--- src/rtl/uart_alu_ctrl.sv ---
// Frame controller between a UART FIFO pair and an external ALU.
// Receives A, B (LSB first) and an opcode byte, then returns the result or an error code.
module uart_alu_ctrl #(
  parameter int          DATA_W       = 8,
  parameter int          TIMEOUT_CLKS = 260400,
  parameter logic [7:0]  ERR_CODE     = 8'hEE
) (
  input  logic              i_clk,
  input  logic              i_reset,
  input  logic              i_rx_empty,
  input  logic [7:0]        i_r_data,
  output logic              o_rd_uart,
  input  logic              i_tx_full,
  output logic              o_wr_uart,
  output logic [7:0]        o_w_data,
  output logic [DATA_W-1:0] o_alu_a,
  output logic [DATA_W-1:0] o_alu_b,
  output logic [5:0]        o_alu_op,
  input  logic [DATA_W-1:0] i_alu_result,
  output logic              o_busy,
  output logic              o_err,
  output logic              o_timeout
);

  localparam int NB = DATA_W / 8;
  localparam int CW = $clog2(NB) + 1;
  localparam int TW = $clog2(TIMEOUT_CLKS) + 1;

  typedef enum logic [2:0] {IDLE, RECV_A, RECV_B, RECV_OP, EXEC, SEND, ERR} state_t;

  state_t            state;
  logic [CW-1:0]     bcnt;
  logic [TW-1:0]     tcnt;
  logic [DATA_W-1:0] a_sh;
  logic [DATA_W-1:0] b_sh;
  logic [DATA_W-1:0] result;

  logic receiving;
  logic pop;
  logic last;
  logic to_hit;

  assign receiving = (state == IDLE) || (state == RECV_A) ||
                     (state == RECV_B) || (state == RECV_OP);
  // Gated with reset so nothing is popped while reset is held low.
  assign pop       = i_reset && receiving && !i_rx_empty;
  assign last      = (bcnt == CW'(NB - 1));
  assign to_hit    = (tcnt == TW'(TIMEOUT_CLKS - 1));

  assign o_rd_uart = pop;
  assign o_wr_uart = i_reset && ((state == SEND) || (state == ERR)) && !i_tx_full;
  assign o_w_data  = (state == ERR) ? ERR_CODE : result[7:0];
  assign o_busy    = (state != IDLE);

  function automatic logic valid_op(input logic [7:0] op);
    case (op)
      8'h20, 8'h22, 8'h24, 8'h25, 8'h26, 8'h03, 8'h02, 8'h27: valid_op = 1'b1;
      default:                                                valid_op = 1'b0;
    endcase
  endfunction

  function automatic logic [DATA_W-1:0] put_byte(input logic [DATA_W-1:0] v,
                                                 input logic [CW-1:0]     idx,
                                                 input logic [7:0]        b);
    logic [DATA_W-1:0] r;
    r = v;
    for (int unsigned k = 0; k < NB; k++) begin
      if (idx == CW'(k)) r[8*k +: 8] = b;
    end
    return r;
  endfunction

  always_ff @(posedge i_clk or negedge i_reset) begin
    if (!i_reset) begin
      state     <= IDLE;
      bcnt      <= '0;
      tcnt      <= '0;
      a_sh      <= '0;
      b_sh      <= '0;
      result    <= '0;
      o_alu_a   <= '0;
      o_alu_b   <= '0;
      o_alu_op  <= '0;
      o_err     <= 1'b0;
      o_timeout <= 1'b0;
    end else begin
      o_err     <= 1'b0;
      o_timeout <= 1'b0;
      case (state)
        IDLE: begin
          tcnt <= '0;
          if (pop) begin
            a_sh <= put_byte(a_sh, '0, i_r_data);
            if (NB == 1) begin
              state <= RECV_B;
              bcnt  <= '0;
            end else begin
              state <= RECV_A;
              bcnt  <= CW'(1);
            end
          end
        end
        RECV_A, RECV_B: begin
          if (pop) begin
            tcnt <= '0;
            if (state == RECV_A) a_sh <= put_byte(a_sh, bcnt, i_r_data);
            else                 b_sh <= put_byte(b_sh, bcnt, i_r_data);
            if (last) begin
              state <= (state == RECV_A) ? RECV_B : RECV_OP;
              bcnt  <= '0;
            end else begin
              bcnt <= bcnt + 1'b1;
            end
          end else if (to_hit) begin
            o_timeout <= 1'b1;
            state     <= IDLE;
            bcnt      <= '0;
            tcnt      <= '0;
          end else begin
            tcnt <= tcnt + 1'b1;
          end
        end
        RECV_OP: begin
          if (pop) begin
            tcnt <= '0;
            bcnt <= '0;
            if (valid_op(i_r_data)) begin
              o_alu_a  <= a_sh;
              o_alu_b  <= b_sh;
              o_alu_op <= i_r_data[5:0];
              state    <= EXEC;
            end else begin
              o_err <= 1'b1;
              state <= ERR;
            end
          end else if (to_hit) begin
            o_timeout <= 1'b1;
            state     <= IDLE;
            bcnt      <= '0;
            tcnt      <= '0;
          end else begin
            tcnt <= tcnt + 1'b1;
          end
        end
        EXEC: begin
          result <= i_alu_result;
          bcnt   <= '0;
          tcnt   <= '0;
          state  <= SEND;
        end
        SEND: begin
          tcnt <= '0;
          if (!i_tx_full) begin
            result <= result >> 8;
            if (last) begin
              state <= IDLE;
              bcnt  <= '0;
            end else begin
              bcnt <= bcnt + 1'b1;
            end
          end
        end
        ERR: begin
          tcnt <= '0;
          if (!i_tx_full) state <= IDLE;
        end
        default: state <= IDLE;
      endcase
    end
  end

endmodule
--- config.mk ---
export PLATFORM = sky130hd
export DESIGN_NAME = uart_alu_ctrl
export DESIGN_NICKNAME = d
export VERILOG_FILES = /design/src/rtl/uart_alu_ctrl.sv
export SDC_FILE = /design/constraint.sdc
export NUM_CORES = 1
export LEC_CHECK = 0
export ABC_AREA = 1
export CAP_MARGIN = 20
export CORE_UTILIZATION = 57
export CTS_CLUSTER_DIAMETER = 30
export DETAILED_ROUTE_END_ITERATION = 10
export GPL_TIMING_DRIVEN = 0
export PLACE_DENSITY = 0.91
export SYNTH_ARGS = -nofsm -noshare
export SYNTH_HDL_FRONTEND = slang
export SYNTH_SLANG_ARGS = --single-unit
--- constraint.sdc ---
create_clock -name i_clk -period 2.9 [get_ports i_clk]
set_input_delay 0.725 -clock i_clk [delete_from_list [all_inputs] [get_ports i_clk]]
set_output_delay 0.725 -clock i_clk [all_outputs]
set_load 0.1 [all_outputs]
Word level (Yosys, flattened, before mapping)
Index checks and enable logic that the tools add are counted.
- bits in registers: 71
- bits of input ports: 20
- output and inout bits: 35
- word-level logic and storage cells: 102
- $add $sub $neg: 2
- equal/unequal tests: 23
- mux-type cells: 38
- bitwise gates (word level): 2
- reductions and logical operators: 26
- operators with widths (cell ; number):
    $eq 8x6->1 const B ; 6
    $mux 8 ; 6
    $mux 19 ; 2
    $pmux 19 s2 ; 1
    $pmux 8 s2 ; 2
    $mux 3 ; 8
    $add 19x1->19 const B ; 1
    $eq 19x18->1 const B ; 1
    $pmux 3 s6 ; 1
    $eq 8x2->1 const B ; 2
    $mux 1 ; 16
    $ne 2x2->1 const B ; 7
    $reduce_and 5->1 ; 2
    $eq 3x3->1 const B ; 3
    $reduce_or 8->1 ; 1
    $eq 3x2->1 const B ; 2
    $reduce_and 3->1 ; 2
    $reduce_bool 2->1 ; 3
    $pmux 1 s5 ; 1
    $reduce_bool 5->1 ; 1
    $logic_and 1x1->1 ; 4
    $logic_or 1x1->1 ; 4
    $reduce_and 4->1 ; 1
    $reduce_or 4->1 ; 1
    11 further kinds ; 13

Longest topological paths before layout
- word-level depth: 11
- depth in mapped cells: 10
- mapped depth without buffers: 10

Worst setup path before layout
OpenSTA, ideal clock, no wires.
- path kind: reg2out
- start: register state[2]
- end: output port o_wr_uart
- data arrival time: 3031 ps
- required time: 2175 ps
- setup slack: -856 ps
- cell stages (with the launch flop): 6
- buffers on the path: 1
- cells stage by stage: dfrtp_1 > buf_4 > nand2_1 > nor2_1 > inv_1 > a211oi_1
- longest elaborated chain between the ends: 4
- elaborated cells between the ends (all ways): 5
- classes of those cells: 2 x eq/ne; 3 x reduce/logical
- ends and longest elaborated chain (item ; RTL line ; source):
    from (decl) ; 31 ; state_t state;
    from (signal assigned) ; 109 ; state <= (state == RECV_A) ? RECV_B : RECV_OP;
    $eq 3x3->1 ; 51 ; assign o_wr_uart = i_reset && ((state == SEND) || (state == ERR)) && !i_tx_full;
    $logic_or 1x1->1 * ; 51 ;
    $logic_and 1x1->1 * (2 in a row) ; 51 ;
    to (decl) ; 14 ; output logic o_wr_uart,
Mark *: on every way between the ends. The rest lies on a longest branch, timed or not.

Worst setup path in the final report
Same ends and word-level chain as after synthesis.

==> summary.log <==
qor: status.status finished clean
qor: timing.max_freq 359 MHz
qor: floorplan.die_width 79.2 µm
qor: final_layout.final_net_count 514
qor: place.dp_worst_setup_slack -1.15 ns
qor: drt.drt-pass1-iter-count 5
qor: setup_path.critPathArrivalTime 2.06 ns
qor: clock_network.clkLatencyLatePin 0.35 ns
qor: place.number_of_placed_instances_with_taps_included 554
qor: clock_network.clk_transition_reported_paths 0.07 ns
qor: global_routing.grt_antenna_before_repair 0
qor: floorplan.start_util 60.2%
qor: timing.rsz0062_at_grt false
qor: clock_network.htree_num_levels 3
qor: final_layout.final_layout_size_suffix_gt1_share 10.3%
qor: timing.max_slew.worst_pin.slew 0.998 ns
qor: place.placement.cell_area 0.00403 mm²
qor: clock_network.cts_buffer_count 9
qor: final_layout.synth_to_final_area_change 25.6%
qor: clock_network.clockRootBuffer clkbuf_8
qor: global_routing.grt_pass1_vias 2,972
qor: timing.setup_total_negative_slack 0 ns
qor: pwr.part_of_the_total_power_dissipated_in_combinational_logic 41.4%
qor: pwr.intPower 2100 µW
qor: synth.synthAdderAreaFrac 0.368%
qor: pwr.worst_ir_drop_vdd 0.871 mV
qor: setup_path.worstSetupEndpointType output pin
qor: timing.setup_viol 0
qor: synth.syn-num-nets 449
qor: place.dpl.hpwl 5.58 mm
qor: setup_path.cp_data_required_time 2.17 ns
qor: setup_path.reg2reg_slack 1.16 ns
qor: synth.yosys.area_share.xor_xnor 1.29%
qor: clock_network.clock-sinks 71
qor: clock_network.holdBufCountCts 0
qor: timing.timing_max_transition_violations_final 0
qor: setup_path.critical_path.cell_chain buf_4, nand2_1, nor2_1, inv_1, a211oi_2, buf_2
qor: floorplan.pin_count 55
qor: place.io_buffers 54
qor: timing.min_setup_slack_post_route 0.117 ns
qor: final_layout.finalInstanceArea 0.00427 mm²
qor: timing.final_hold_viol_count 0
qor: min_path.timing.hold.worst.class input pin to async pin
qor: drt.post_detailed_routing_wire_length 8.12 mm
qor: final_layout.mostFrequentLayoutCells nand2_1 (146), dfrtp_1 (71), inv_1 (44)
qor: pwr.power_switching 1680 µW
qor: synth.ys_warn_count 0
qor: global_routing.global_route_wire_length_before_repair 13.6 mm
qor: final_layout.final_core_utilization 75.6%
qor: final_layout.antennaDiodeCount 0
qor: setup_path.cp_slowest_stage_delay 0.46 ns
qor: floorplan.dieArea 0.00627 mm²
qor: drt.via_density_per_instance 5.50
qor: timing.timing.final.crit_period 2.78 ns
qor: drt.post-route-drc-count 0
qor: synth.synth_simple_gate_area_share 30.4%
qor: synth.synthMuxAreaShare 0%
qor: pwr.seq_power_share 34.5%
qor: final_layout.stdcell_count 569
qor: timing.max-slew-margin-rel 33.3%
qor: synth.netlist-cell-type-count 32
qor: clock_network.tritoncts built
qor: global_routing.grt_start_max_net_pins 73
qor: global_routing.overflow 0
qor: synth.ys_seq_area_share 52.3%
qor: clock_network.clock_path_buffers 2
qor: synth.average_cell_area_after_synthesis 7.94 µm²
qor: drt.dr.first_iter.drc_count 252
qor: floorplan.floorplan.die.height 79.2 µm
qor: drt.post_drt_wl_per_cell 14.3 µm
qor: setup_path.critical_path_class flip-flop to output pin
qor: floorplan.core_region_area 0.00564 mm²
qor: place.gpl.final_weighted_congestion 0.863
qor: synth.synth_area 0.00340 mm²
qor: drt.ant_nets 0
qor: pwr.netSwitchingFraction 44.4%
qor: pwr.cellPowerDensity 885 mW/mm²
qor: pwr.p_leak 0.00206 µW
qor: floorplan.fp-row-count 27
qor: flow_run.drv_cap 0
qor: synth.share_of_the_synthesized_area_in_compound_gates_ao_oa_aoi_oai 8.40%
qor: synth.postSynthRegisterBits 71
qor: final_layout.layout_commonest_cell nand2_1
qor: setup_path.worst_r2r_path_depth 7
qor: setup_path.cp-start-kind flip-flop
qor: pwr.share_clk_of_total_power 24.1%
qor: timing.finalClockSkew 0.0137 ns
qor: setup_path.slowest_stage buf_2
qor: drt.detailroute.via_count 3,132
qor: synth.main_combinational_cell_family_by_area_after_synthesis simple AND/OR/NAND/NOR gates
qor: synth.postSynthCellCount 428
qor: timing.post-route-period-util 96.0%
qor: setup_path.crit_fanout 8
qor: global_routing.track_usage 28.4%
[power groups by stage]
stage / clock network (µW) / logic [µW] / registers (µW)
final: 910 / 1560 / 1300
after global routing: 951 / 1690 / 1320
after CTS: 912 / 1560 / 1300
after detailed placement: 0 / 1580 / 1320
after global placement: 0 / 1540 / 1310
after floorplan: 0 / 1070 / 1440
[cells in the mapped netlist, drive strengths merged]
cell type	instances	area (µm²)
buf	11	66.3
a211oi	1	7.51
xor2	4	35.0
nand3	45	235
inv	47	179
nor4	1	6.26
nand2	148	566
xnor2	1	8.76
nand4	3	33.8
nor3	5	30.0
ha	1	12.5
a21oi	3	15.0
o21bai	1	7.51
o22ai	8	50.1
dfrtp	71	1780
a31oi	1	6.26
nor2	37	156
o21ai	39	199
and2	1	6.26
[through the flow]
| step | hold WS [ns] | total power [µW] |
|---|---|---|
| floorplan | 0.429 | 2510 |
| global route | 0.290 | 3960 |
| finish | 0.250 | 3780 |
| CTS | 0.282 | 3770 |
| detailed placement | 0.455 | 2900 |
| global placement | 0.448 | 2850 |
[repair_timing]
item                       CTS  global route
resized for setup           34             1
setup buffers                0             0
setup endpoints to repair   11             1
pin swaps                    0             0
[metal layers]
metal / GRT usage [%] / vias to the layer above / wire, µm
met5: 0 / - / 0
met4: 12.0 / 0 / 175
met3: 4.83 / 17 / 402
met2: 47.4 / 123 / 4000
met1: 36.5 / 1494 / 3540
li1: - / 1498 / -
[kinds of logic after synthesis]
family | count (synthesis)
AO/OA/AOI/OAI | 53
XOR/XNOR | 5
adder cells (fa/ha/maj) | 1
buffers and inverters | 58
flip-flops | 71
AND/OR/NAND/NOR | 240
[state kept, by name, indices dropped and copies added (netlist names), 3 cells and up]
signal,cells
o_alu_op,6
b_sh,8
o_alu_a,8
tcnt,19
o_alu_b,8
result,8
a_sh,8
state,3
[final timing paths]
kind                               end   startpoint
hold / removal                tcnt[11]      i_reset
hold reg to reg            o_alu_op[3]  o_alu_op[3]
min in group i_clk         o_alu_op[3]  o_alu_op[3]
setup / recovery             o_wr_uart     state[2]
max in group asynchronous     state[2]      i_reset
setup reg to reg              tcnt[14]      tcnt[0]
[area by class of cell]
type                       count  area [µm²]
fill                         390        1370
buffer                        11        66.3
tap                           72        90.1
timing repair buffer          54         547
clock buffer                  11         151
sequential                    71        1780
multi-input combinational    299        1380
clock inverter                 4        77.6
inverter                      47         179
[worst max-delay path: cells and delay by family (launching register included)]
kind	cells	cell delay, ns
flip-flops	1	0.34
AO/OA/AOI/OAI	1	0.23
AND/OR/NAND/NOR	2	0.33
buffers and inverters	3	0.82
No activity file was read; power rests on OpenSTA's default activity.
